File: src/rtl/led_flash_arbiter_if.sv
// Requester-side bundle of the LED flash arbiter: request/abort inputs and
// the shared LED bank, grant and status outputs.
interface led_flash_arbiter_if;
  logic [3:0] req;
  logic       clear;
  logic [3:0] led_on;
  logic [1:0] grant_id;
  logic       busy;
  logic [3:0] pending;
  logic [3:0] ack;
  logic [1:0] fsm_state;

  modport master (
    output req, clear,
    input  led_on, grant_id, busy, pending, ack, fsm_state
  );

  modport slave (
    input  req, clear,
    output led_on, grant_id, busy, pending, ack, fsm_state
  );
endinterface

File: src/rtl/led_flash_arbiter.sv
// Round-robin arbiter sharing one LED bank among four requesters: each grant
// lights the bank for FLASH_CYCLES, then holds it dark for GAP_CYCLES.
module led_flash_arbiter #(
  parameter int unsigned SYS_FREQ     = 100000000,
  parameter int unsigned FLASH_CYCLES = 50000000,
  parameter int unsigned GAP_CYCLES   = 10000000
) (
  input logic               clk,
  input logic               reset,
  led_flash_arbiter_if.slave bus
);

  typedef enum logic [1:0] {
    S_IDLE  = 2'd0,
    S_FLASH = 2'd1,
    S_GAP   = 2'd2
  } state_t;

  localparam logic [31:0] FLASH_LAST = 32'(FLASH_CYCLES - 1);
  localparam bit          HAS_GAP    = (GAP_CYCLES != 0);
  localparam logic [31:0] GAP_LAST   = HAS_GAP ? 32'(GAP_CYCLES - 1) : 32'd0;

  state_t      state;
  state_t      state_nxt;
  logic [31:0] count;
  logic [3:0]  pending;
  logic [1:0]  grant_id;
  logic [1:0]  last_grant;
  logic [3:0]  ack;
  logic [1:0]  sel;
  logic [1:0]  cand;
  logic        grant_now;
  logic [3:0]  grant_mask;
  logic [3:0]  led_on;
  logic        busy;

  // SYS_FREQ is documentation only; fold it into a deliberately unused sink.
  logic unused_sys_freq;
  assign unused_sys_freq = ^SYS_FREQ;

  // Round-robin pick: scan offsets 4..1 from last_grant so the nearest
  // pending requester after last_grant is the one left in sel.
  always_comb begin
    sel  = last_grant;
    cand = '0;
    for (int k = 4; k >= 1; k--) begin
      cand = last_grant + 2'(k);
      if (pending[cand]) sel = cand;
    end
  end

  assign grant_now  = (state == S_IDLE) && (|pending);
  assign grant_mask = grant_now ? (4'b0001 << sel) : 4'b0000;

  always_ff @(posedge clk or negedge reset) begin
    if (!reset) state <= S_IDLE;
    else        state <= state_nxt;
  end

  always_comb begin
    state_nxt = state;
    if (bus.clear) begin
      state_nxt = S_IDLE;
    end else begin
      case (state)
        S_IDLE:  if (|pending) state_nxt = S_FLASH;
        S_FLASH: if (count == FLASH_LAST) state_nxt = HAS_GAP ? S_GAP : S_IDLE;
        S_GAP:   if (count == GAP_LAST) state_nxt = S_IDLE;
        default: state_nxt = S_IDLE;
      endcase
    end
  end

  always_comb begin
    led_on = (state == S_FLASH) ? (4'b0001 << grant_id) : 4'b0000;
    busy   = (state != S_IDLE);
  end

  // A new req on the bit being granted in the same edge keeps it pending.
  always_ff @(posedge clk or negedge reset) begin
    if (!reset) begin
      count      <= '0;
      pending    <= '0;
      grant_id   <= 2'd0;
      last_grant <= 2'd3;
      ack        <= '0;
    end else if (bus.clear) begin
      count   <= '0;
      pending <= '0;
      ack     <= '0;
    end else begin
      ack     <= '0;
      pending <= (pending & ~grant_mask) | bus.req;
      case (state)
        S_IDLE: begin
          if (grant_now) begin
            grant_id   <= sel;
            last_grant <= sel;
            count      <= '0;
          end
        end
        S_FLASH: begin
          if (count == FLASH_LAST) begin
            count <= '0;
            ack   <= 4'b0001 << grant_id;
          end else begin
            count <= count + 32'd1;
          end
        end
        S_GAP: begin
          if (count == GAP_LAST) count <= '0;
          else                   count <= count + 32'd1;
        end
        default: count <= '0;
      endcase
    end
  end

  assign bus.led_on    = led_on;
  assign bus.busy      = busy;
  assign bus.grant_id  = grant_id;
  assign bus.pending   = pending;
  assign bus.ack       = ack;
  assign bus.fsm_state = state;

endmodule

File: src/flat_wrapper.sv
// flat-port wrapper written by rule: the top's interface ports become plain ports
module led_flash_arbiter_flat 
#(
  parameter int unsigned SYS_FREQ     = 100000000,
  parameter int unsigned FLASH_CYCLES = 50000000,
  parameter int unsigned GAP_CYCLES   = 10000000
)
  (clk, reset, bus_req, bus_clear, bus_led_on, bus_grant_id, bus_busy, bus_pending, bus_ack, bus_fsm_state);
  led_flash_arbiter_if bus_i ();
  input logic clk;
  input logic reset;
  input wire logic [$bits(bus_i.req)-1:0] bus_req;
  input wire logic [$bits(bus_i.clear)-1:0] bus_clear;
  output wire logic [$bits(bus_i.led_on)-1:0] bus_led_on;
  output wire logic [$bits(bus_i.grant_id)-1:0] bus_grant_id;
  output wire logic [$bits(bus_i.busy)-1:0] bus_busy;
  output wire logic [$bits(bus_i.pending)-1:0] bus_pending;
  output wire logic [$bits(bus_i.ack)-1:0] bus_ack;
  output wire logic [$bits(bus_i.fsm_state)-1:0] bus_fsm_state;
  assign bus_i.req = bus_req;
  assign bus_i.clear = bus_clear;
  assign bus_led_on = bus_i.led_on;
  assign bus_grant_id = bus_i.grant_id;
  assign bus_busy = bus_i.busy;
  assign bus_pending = bus_i.pending;
  assign bus_ack = bus_i.ack;
  assign bus_fsm_state = bus_i.fsm_state;
  led_flash_arbiter #(.SYS_FREQ(SYS_FREQ), .FLASH_CYCLES(FLASH_CYCLES), .GAP_CYCLES(GAP_CYCLES)) u_core (.clk(clk), .reset(reset), .bus(bus_i));
endmodule
File: config.mk
export PLATFORM = sky130hd
export DESIGN_NAME = led_flash_arbiter_flat
export DESIGN_NICKNAME = d
export VERILOG_FILES = /design/src/rtl/led_flash_arbiter_if.sv /design/src/rtl/led_flash_arbiter.sv /design/src/flat_wrapper.sv
export SDC_FILE = /design/constraint.sdc
export NUM_CORES = 1
export LEC_CHECK = 0
export BUFFER_PORTS_ARGS = -buffer_cell sky130_fd_sc_hd__buf_2
export CORE_MARGIN = 2
export CORE_UTILIZATION = 54
export DETAILED_ROUTE_END_ITERATION = 12
export PLACE_DENSITY = 0.76
export SYNTH_ARGS = -nofsm -noshare
export SYNTH_HDL_FRONTEND = slang
export SYNTH_SLANG_ARGS = --single-unit
File: constraint.sdc
create_clock -name clk -period 2.3 [get_ports clk]
set_input_delay 0.115 -clock clk [delete_from_list [all_inputs] [get_ports clk]]
set_output_delay 0.115 -clock clk [all_outputs]
set_load 0.01 [all_outputs]
### Word level (Yosys, flattened, before mapping)

Index checks and enable logic that the tools add are counted.

* add/subtract/negate cells: 4
* order comparisons: 3
* equal/unequal tests: 8
* shifts and indexed selects: 2
* mux-type cells: 25
* bitwise operators: 4
* reductions and logical operators: 6

Operators with widths (count)
* $mux W32: 4
* $pmux W32 S3: 1
* $add A32 B1 Y32 const B: 1
* $eq A32 B24 Y1 const B: 1
* $eq A32 B26 Y1 const B: 1
* $mux W4: 6
* $mux W2: 7
* $lt A2 B3 Y1 const B: 3
* $ne A3 B2 Y1 const B: 3
* $shl A1 B2 Y4 const A: 2
* $bmux W1 S2: 3
* $pmux W2 S3: 1
* $reduce_and A3 Y1: 2
* $add A2 B2 Y2 const B: 2
* $and A4 B4 Y4: 1
* $not A4 Y4: 1
* $or A4 B4 Y4: 1
* $reduce_or A4 Y1: 1
* $mux W1: 3
* $ne A3 B3 Y1 const B: 1
* $add A2 B1 Y2 const B: 1
* $eq A2 B1 Y1 const B: 1
* $eq A2 B2 Y1 const B: 1
* $logic_not A2 Y1: 1
* other kinds (3): 3

* register bits after elaboration: 46
* bits of input ports: 7
* output and inout bits: 17
* word-level logic and storage cells: 58

### Longest topological paths before layout

Gate-level depths: netlist (run 1).

* depth after elaboration: 12
* gate-level depth with buffers: 8
* depth with buffers taken out: 7

### Worst setup path after synthesis (run 1)

Ideal clock, no wire load.

* path kind: register to register
* from: register u_core.count[0]
* to: register u_core.count[26]
* setup time: 0.126 ns
* data arrival time: 2.072 ns
* required time: 2.174 ns
* setup slack: 0.102 ns
* cell stages (with the launch flop): 9
* clock period less this slack: 2.198 ns
* cell sequence: dfrtp_1 -> ha_1 -> and4_1 -> nand3_1 -> o31ai_4 -> a21boi_2 -> and2_4 -> buf_6 -> a221o_1

* word-level cells in the longest chain between the ends: 4
* elaborated cells between the ends (all ways): 7
* those cells by class: add/sub (1); eq/ne (2); mux (4)

RTL lines
* start, declared: RTL line led_flash_arbiter.sv:25 `logic [31:0] count;`
* start signal, assigned: RTL line led_flash_arbiter.sv:107 `count <= count + 32'd1;`
* start signal, assigned: RTL line led_flash_arbiter.sv:112 `else count <= count + 32'd1;`
* $add A32 B1 Y32, or another cell as far along: RTL line led_flash_arbiter.sv:107, led_flash_arbiter.sv:112
* $mux W32, on equally long branches: RTL line led_flash_arbiter.sv:111, led_flash_arbiter.sv:103
* $pmux W32 S3 (*): RTL line led_flash_arbiter.sv:94 `case (state)`
* $mux W32 (*): RTL line led_flash_arbiter.sv:87 `end else if (bus.clear) begin`

Every way passes the cells marked *; elsewhere a longest branch is shown, timed or not.
A chain may end at the register's enable or synchronous reset.

### Worst setup path after layout (run 1)

* from: register u_core.count[16]
* to: register u_core.count[28]

The elaborated chain is that of the path after synthesis.

==> results of run 1 <==
[metal layers]
metal	wire length [um]	part of all wire (%)	global-route usage, %	vias to the layer above
li1	-	-	-	1224
met1	2940	46	33.70	1219
met2	3030	47	38.65	86
met3	362	5.7	5.159	8
met4	73	1.1	7.407	0
met5	0	0	0	-
[cells in the mapped netlist, drive strengths merged (7+ instances only)]
cell type  number  area (sq um)
dfrtp          44          1101
nand2          39         146.4
nor2           30         112.6
nand3          22         115.1
inv            17         63.81
o21ai          17         85.08
a21oi          12         60.06
nor3           12         65.06
and3            8         50.05
mux2i           8         80.08
a21o            7         52.55
clkbuf          7         26.28
nand4           7         58.81
[cells by family (layout without fill, tap and decap cells)]
family          Yosys count  count (layout)
flops                    46              46
compound gates           72              72
buf+inv                  30              75
mux                       8               8
fa+ha+maj                 5               5
simple gates            151             151
[flip-flops by register name, summed over array words and instances, names as in the netlist]
name / count
u_core.bus.ack: 4
u_core.bus.fsm_state: 2
u_core.bus.grant_id: 2
u_core.bus.pending: 4
u_core.count: 32
u_core.last_grant: 2
[power groups by stage]
stage | Combinational [mW] | Clock [mW] | Sequential, mW
final | 0.791 | 0.519 | 0.972
after detailed placement | 0.751 | 0 | 0.987
after CTS | 0.771 | 0.524 | 0.970
after global routing | 0.866 | 0.566 | 0.985
after global placement | 0.742 | 0 | 0.981
after floorplan | 0.512 | 0 | 0.979
[path summary, 6_finish.rpt]
path                                    endpoint  slack [ns]                 start
max                             u_core.count[28]        0.13      u_core.count[16]
min                        u_core.bus.pending[2]        0.04            bus_req[2]
max reg2reg                     u_core.count[28]        0.13      u_core.count[16]
min reg2reg                 u_core.last_grant[0]        0.54  u_core.last_grant[0]
max in group asynchronous   u_core.last_grant[1]        1.70                 reset
min in group asynchronous       u_core.count[23]        0.32                 reset
[worst max-delay path: cells and delay by family, from the launching register on]
kind	cells	cell delay, ns
compound gates	4	0.80
buf+inv	2	0.35
flops	1	0.44
simple gates	2	0.45
[what timing repair did]
item                                    in CTS  in global routing
hold endpoints to repair                    44                  0
endpoints found under the setup margin       5                 22
buffers inserted                             0                  4
pin swaps                                    0                  2
hold buffers                                 1                  0
resized for setup                            2                  2
[through the flow]
| stage | hold slack, ns | setup WS (ns) | instances | setup TNS (ns) |
|---|---|---|---|---|
| 6_report | 0.03600 | 0.1336 | 424 | 0 |
| 5_1_grt | 0.04138 | 0.02374 | 424 | 0 |
| 4_1_cts | 0.03620 | 0.009773 | 420 | 0 |
| 3_5_place_dp | 0.1278 | -0.1990 | 411 | -0.4052 |
| 3_3_place_gp | 0.1218 | -0.03965 | 411 | -0.06399 |
| 2_1_floorplan | -0.1806 | 0.1020 | 312 | 0 |
[cell type report]
cell class	instances	area (sq um)
clock buffers	7	86.33
well taps	67	83.83
fillers	412	1593
flip-flops and latches	46	1154
inverters	17	63.81
clock inverters	1	5.005
multi-input cells	236	1499
repair buffers	50	332.8
==> run metrics, run 1 <==
Cell variety after synth 53; routed vias 2537; crit path launch type flop; NumNets Final 368; average cell area after synthesis 8.819 sq um; Peak VDD IR 0.0004064 V; Post-Synth XOR/XNOR Area 0%; Sw Ratio 35.82%; clock root buffer master clkbuf_8; Tmin final 2.166 ns; initial core utilization 57.12%; status finished, final reports clean; Worst R2R Path Depth 8; floorplan row count 25; Iteration-0 DRC Markers 201; io pins 24; clock buffer depth 2; ANT cells 0; Placed Area 3070 sq um; Combinational Power Share 34.7%; Hold Crit Depth 3; core area 4817 sq um; Worst EP required 2.48 ns; Wirelength per Cell 15.11 um; worst slew pin tran 0.4913 ns; fraction of layout cells with a size suffix above 1 21.29%; Data arrival, critical path 2.35 ns; CTS tree built; commonest non-fill, non-tap cells in the layout dfrtp_1, nand2_1, nor2_1; hpwl dp 4.583 mm; Syn Inst Count 312; maxcap violations 0; TritonRoute pass-1 iters 7; Final Cell Area 3224 sq um; Reg power frac 42.6%; post-route ant nets 0; Compound-Gate Fraction of Synth Area 18.78%; Clock Skew 0.007935 ns; Final Cycle Share 94.19%; total routed wirelength 6.407 mm; Yosys reg bits 46; ys async rst share 100.0%; internal power 1.465 mW; fraction of the mapped netlist area in simple logic gates 29.60%; Synth Area in Adders 2.274%; Tot Pwr 2.282 mW; CP max-delay cell dfrtp_1; Crit Path Category reg -> reg; DIE WIDTH 75.38 um; total global routing overflow 0; Switching Power 817.4 uW; Slew Limit Fails 0; largest net degree at the start of global routing 27; global-route wire length before repair 10.55 mm; Top FF cell, synth dfrtp_1; number of flops mapped to enable cells by yosys 0; crit path max fanout 11; GPL Wtd Cong 0.8771; Die ar. 5682 sq um; multiplexer area fraction after synthesis 2.910%; antenna violations before repair 0; number of global-route vias before repair 2244; Clk pwr share 22.7%; Area growth, synth to finish 17.19%; crit path cell chain nor4b_2, nand4_1, buf_4, o31ai_4, a21boi_4, buf_12, o311a_1, a221o_1; Seq/Total Area, Yosys 41.93%; vias per inst 5.983; CP Capture Type flop; I/O Buffers 23; final setup vio count 0; Mapped Area 2751 sq um; Die Ht 75.38 um; Skew-Pair Late Insertion Delay 0.30 ns; fin util 66.94%; Worst-path clk slew 0.09 ns; main combinational cell family by area after synthesis simple AND/OR/NAND/NOR gates; Static Leak 1.494 nW; cts bufs inserted 5; clk sinks 46; max incr delay on CP 0.44 ns; max_slew headroom 67.25%; Post-route DRC 0; GRT Total Usage 24.37%; Power per Cell Area 707.7 nW/um^2; H-tree depth 2; Ys Warns 0; min-delay worst type in -> reg; fmax 0.4616 GHz; Post-Syn Nets 324; RSZ-0062 raised after global routing false; Fin. Hold Viols 0; most common cell after layout, fill and taps aside dfrtp_1
No activity file was read; power rests on OpenSTA's default activity.
==> run 2: changes to the inputs <==
--- a/config.mk
+++ b/config.mk
@@ -7,9 +7,9 @@
 export LEC_CHECK = 0
 export BUFFER_PORTS_ARGS = -buffer_cell sky130_fd_sc_hd__buf_2
 export CORE_MARGIN = 2
-export CORE_UTILIZATION = 54
+export CORE_UTILIZATION = 55
 export DETAILED_ROUTE_END_ITERATION = 12
-export PLACE_DENSITY = 0.76
+export PLACE_DENSITY = 0.74
 export SYNTH_ARGS = -nofsm -noshare
 export SYNTH_HDL_FRONTEND = slang
 export SYNTH_SLANG_ARGS = --single-unit
==> constraint.sdc (replaced) <==
create_clock -name clk -period 2.13 [get_ports clk]
set_input_delay 0.1065 -clock clk [delete_from_list [all_inputs] [get_ports clk]]
set_output_delay 0.1065 -clock clk [all_outputs]
set_load 0.01 [all_outputs]
==> run metrics, run 2 (synthesis gave the netlist of run 1 again) <==
DIE WIDTH 74.73 um; CTS tree built; NumNets Final 387; crit path launch type flop; Die Ht 74.73 um; clock root buffer master clkbuf_8; largest net degree at the start of global routing 27; Die ar. 5585 sq um; total global routing overflow 0; final setup vio count 0; maxcap violations 0; ANT cells 0; H-tree depth 2; clock buffer depth 2; GRT Total Usage 25.06%; I/O Buffers 23; Iteration-0 DRC Markers 176; max_slew headroom 66.39%; Tot Pwr 2.487 mW; number of global-route vias before repair 2337; Hold Slack 0.02572 ns; Static Leak 1.617 nW; commonest non-fill, non-tap cells in the layout dfrtp_1, buf_4, nand2_1; min-delay worst type in -> reg; Slew Limit Fails 0; max reg flops 32; Area growth, synth to finish 23.51%; largest registers u_core.count: 32 flops, u_core.bus.ack: 4 flops, u_core.bus.pending: 4 flops; fraction of layout cells with a size suffix above 1 26.33%; Peak VDD IR 0.0003613 V; fill count 392; status finished, final reports clean; TritonRoute pass-1 iters 4; Placed Area 3221 sq um; Power per Cell Area 731.8 nW/um^2; Worst EP required 2.31 ns; Clock Skew 0.007290 ns; Crit Path Category reg -> reg; Final Cycle Share 98.58%; hpwl dp 4.691 mm; RSZ-0062 raised after global routing true; Final Cell Area 3398 sq um; Skew-Pair Late Insertion Delay 0.30 ns; Post-route DRC 0; CP Capture Type flop; routed vias 2563; cts bufs inserted 5; core area 4786 sq um; floorplan row count 25; vias per inst 5.786; clk sinks 46; antenna violations before repair 0; Wirelength per Cell 14.65 um; most common cell after layout, fill and taps aside dfrtp_1; total routed wirelength 6.489 mm; Fin. Hold Viols 0; GPL Wtd Cong 0.8445; initial core utilization 57.49%; post-route ant nets 0; fmax 0.4763 GHz; register with the most flip-flops u_core.count; crit path max fanout 5; io pins 24; Worst-path clk slew 0.08 ns; global-route wire length before repair 10.80 mm; Data arrival, critical path 2.28 ns; worst slew pin tran 0.5041 ns; Tmin final 2.100 ns
==> run 2: cell types whose count changed in the layout (fill, tap and decap cells not counted), sizes merged <==
| cell | before | now |
|---|---|---|
| buf | 49 | 67 |
| clkinv | 1 | 0 |
| and2 | 2 | 3 |
| clkbuf | 7 | 8 |
==> run 2: layout make-up <==
type,count,area [sq um],share of cell area [%]
Timing Repair Buffer,68,462.9,13.62
Clock buffer,8,90.09,2.651
Inverter,17,63.81,1.878
Tap cell,67,83.83,2.467
Sequential cell,46,1155,33.98
Multi-Input combinational cell,237,1543,45.40
==> run 2: metal layers <==
metal | track usage, % | vias to the layer above | routed length, um
li1 | - | 1266 | -
met1 | 32.90 | 1220 | 2870
met2 | 43.26 | 67 | 3275
met3 | 4.150 | 10 | 262
met4 | 6.548 | 0 | 80
met5 | 0 | - | 0
==> run 2: repair_timing <==
| item | 4_1_cts | 5_1_grt |
|---|---|---|
| resized for setup | 2 | 11 |
| endpoints found under the hold margin | 20 | 0 |
| endpoints found under the setup margin | 8 | 14 |
| pin swaps | 0 | 5 |
| hold buffers | 1 | 0 |
| cloned | 0 | 1 |
| setup buffers | 0 | 1 |
==> run 2: metrics by stage <==
step / cells / TNS (ns) / worst slack (ns) / util (%)
finish: 443 / 0 / 0.03032 / 71.01
floorplan: 312 / 0 / 0.03692 / -
global placement: 432 / 0 / 0.01495 / 67.29
detailed placement: 432 / -0.04497 / -0.02815 / 67.29
global route: 443 / -0.09416 / -0.04875 / 71.01
CTS: 441 / 0 / 0.003840 / 69.65
==> run 2: worst paths after layout <==
kind	slack (ns)	from	depth (start not counted)	end
min in group asynchronous	0.29	reset	2	u_core.bus.ack[2]
hold reg to reg	0.56	u_core.count[15]	2	u_core.count[15]
hold / removal	0.03	bus_req[2]	3	u_core.bus.pending[2]
max in group asynchronous	1.08	reset	3	u_core.last_grant[0]
setup / recovery	0.03	u_core.count[22]	7	u_core.count[31]
setup reg to reg	0.03	u_core.count[22]	7	u_core.count[31]
==> run 2: critical path, stage by stage (launching register included) <==
cell and delay, ns:
dfrtp_1 0.38, buf_4 0.14, nand4_1 0.16, nor3_2 0.25
nand3_1 0.16, or3_1 0.40, and3_1 0.21, a211o_1 0.29
==> run 2: power breakdown <==
| group | switching, mW | internal, mW |
|---|---|---|
| Clock | 0.283 | 0.265 |
| Combinational | 0.498 | 0.404 |
| Sequential | 0.0861 | 0.952 |
| Total | 0.866 | 1.62 |
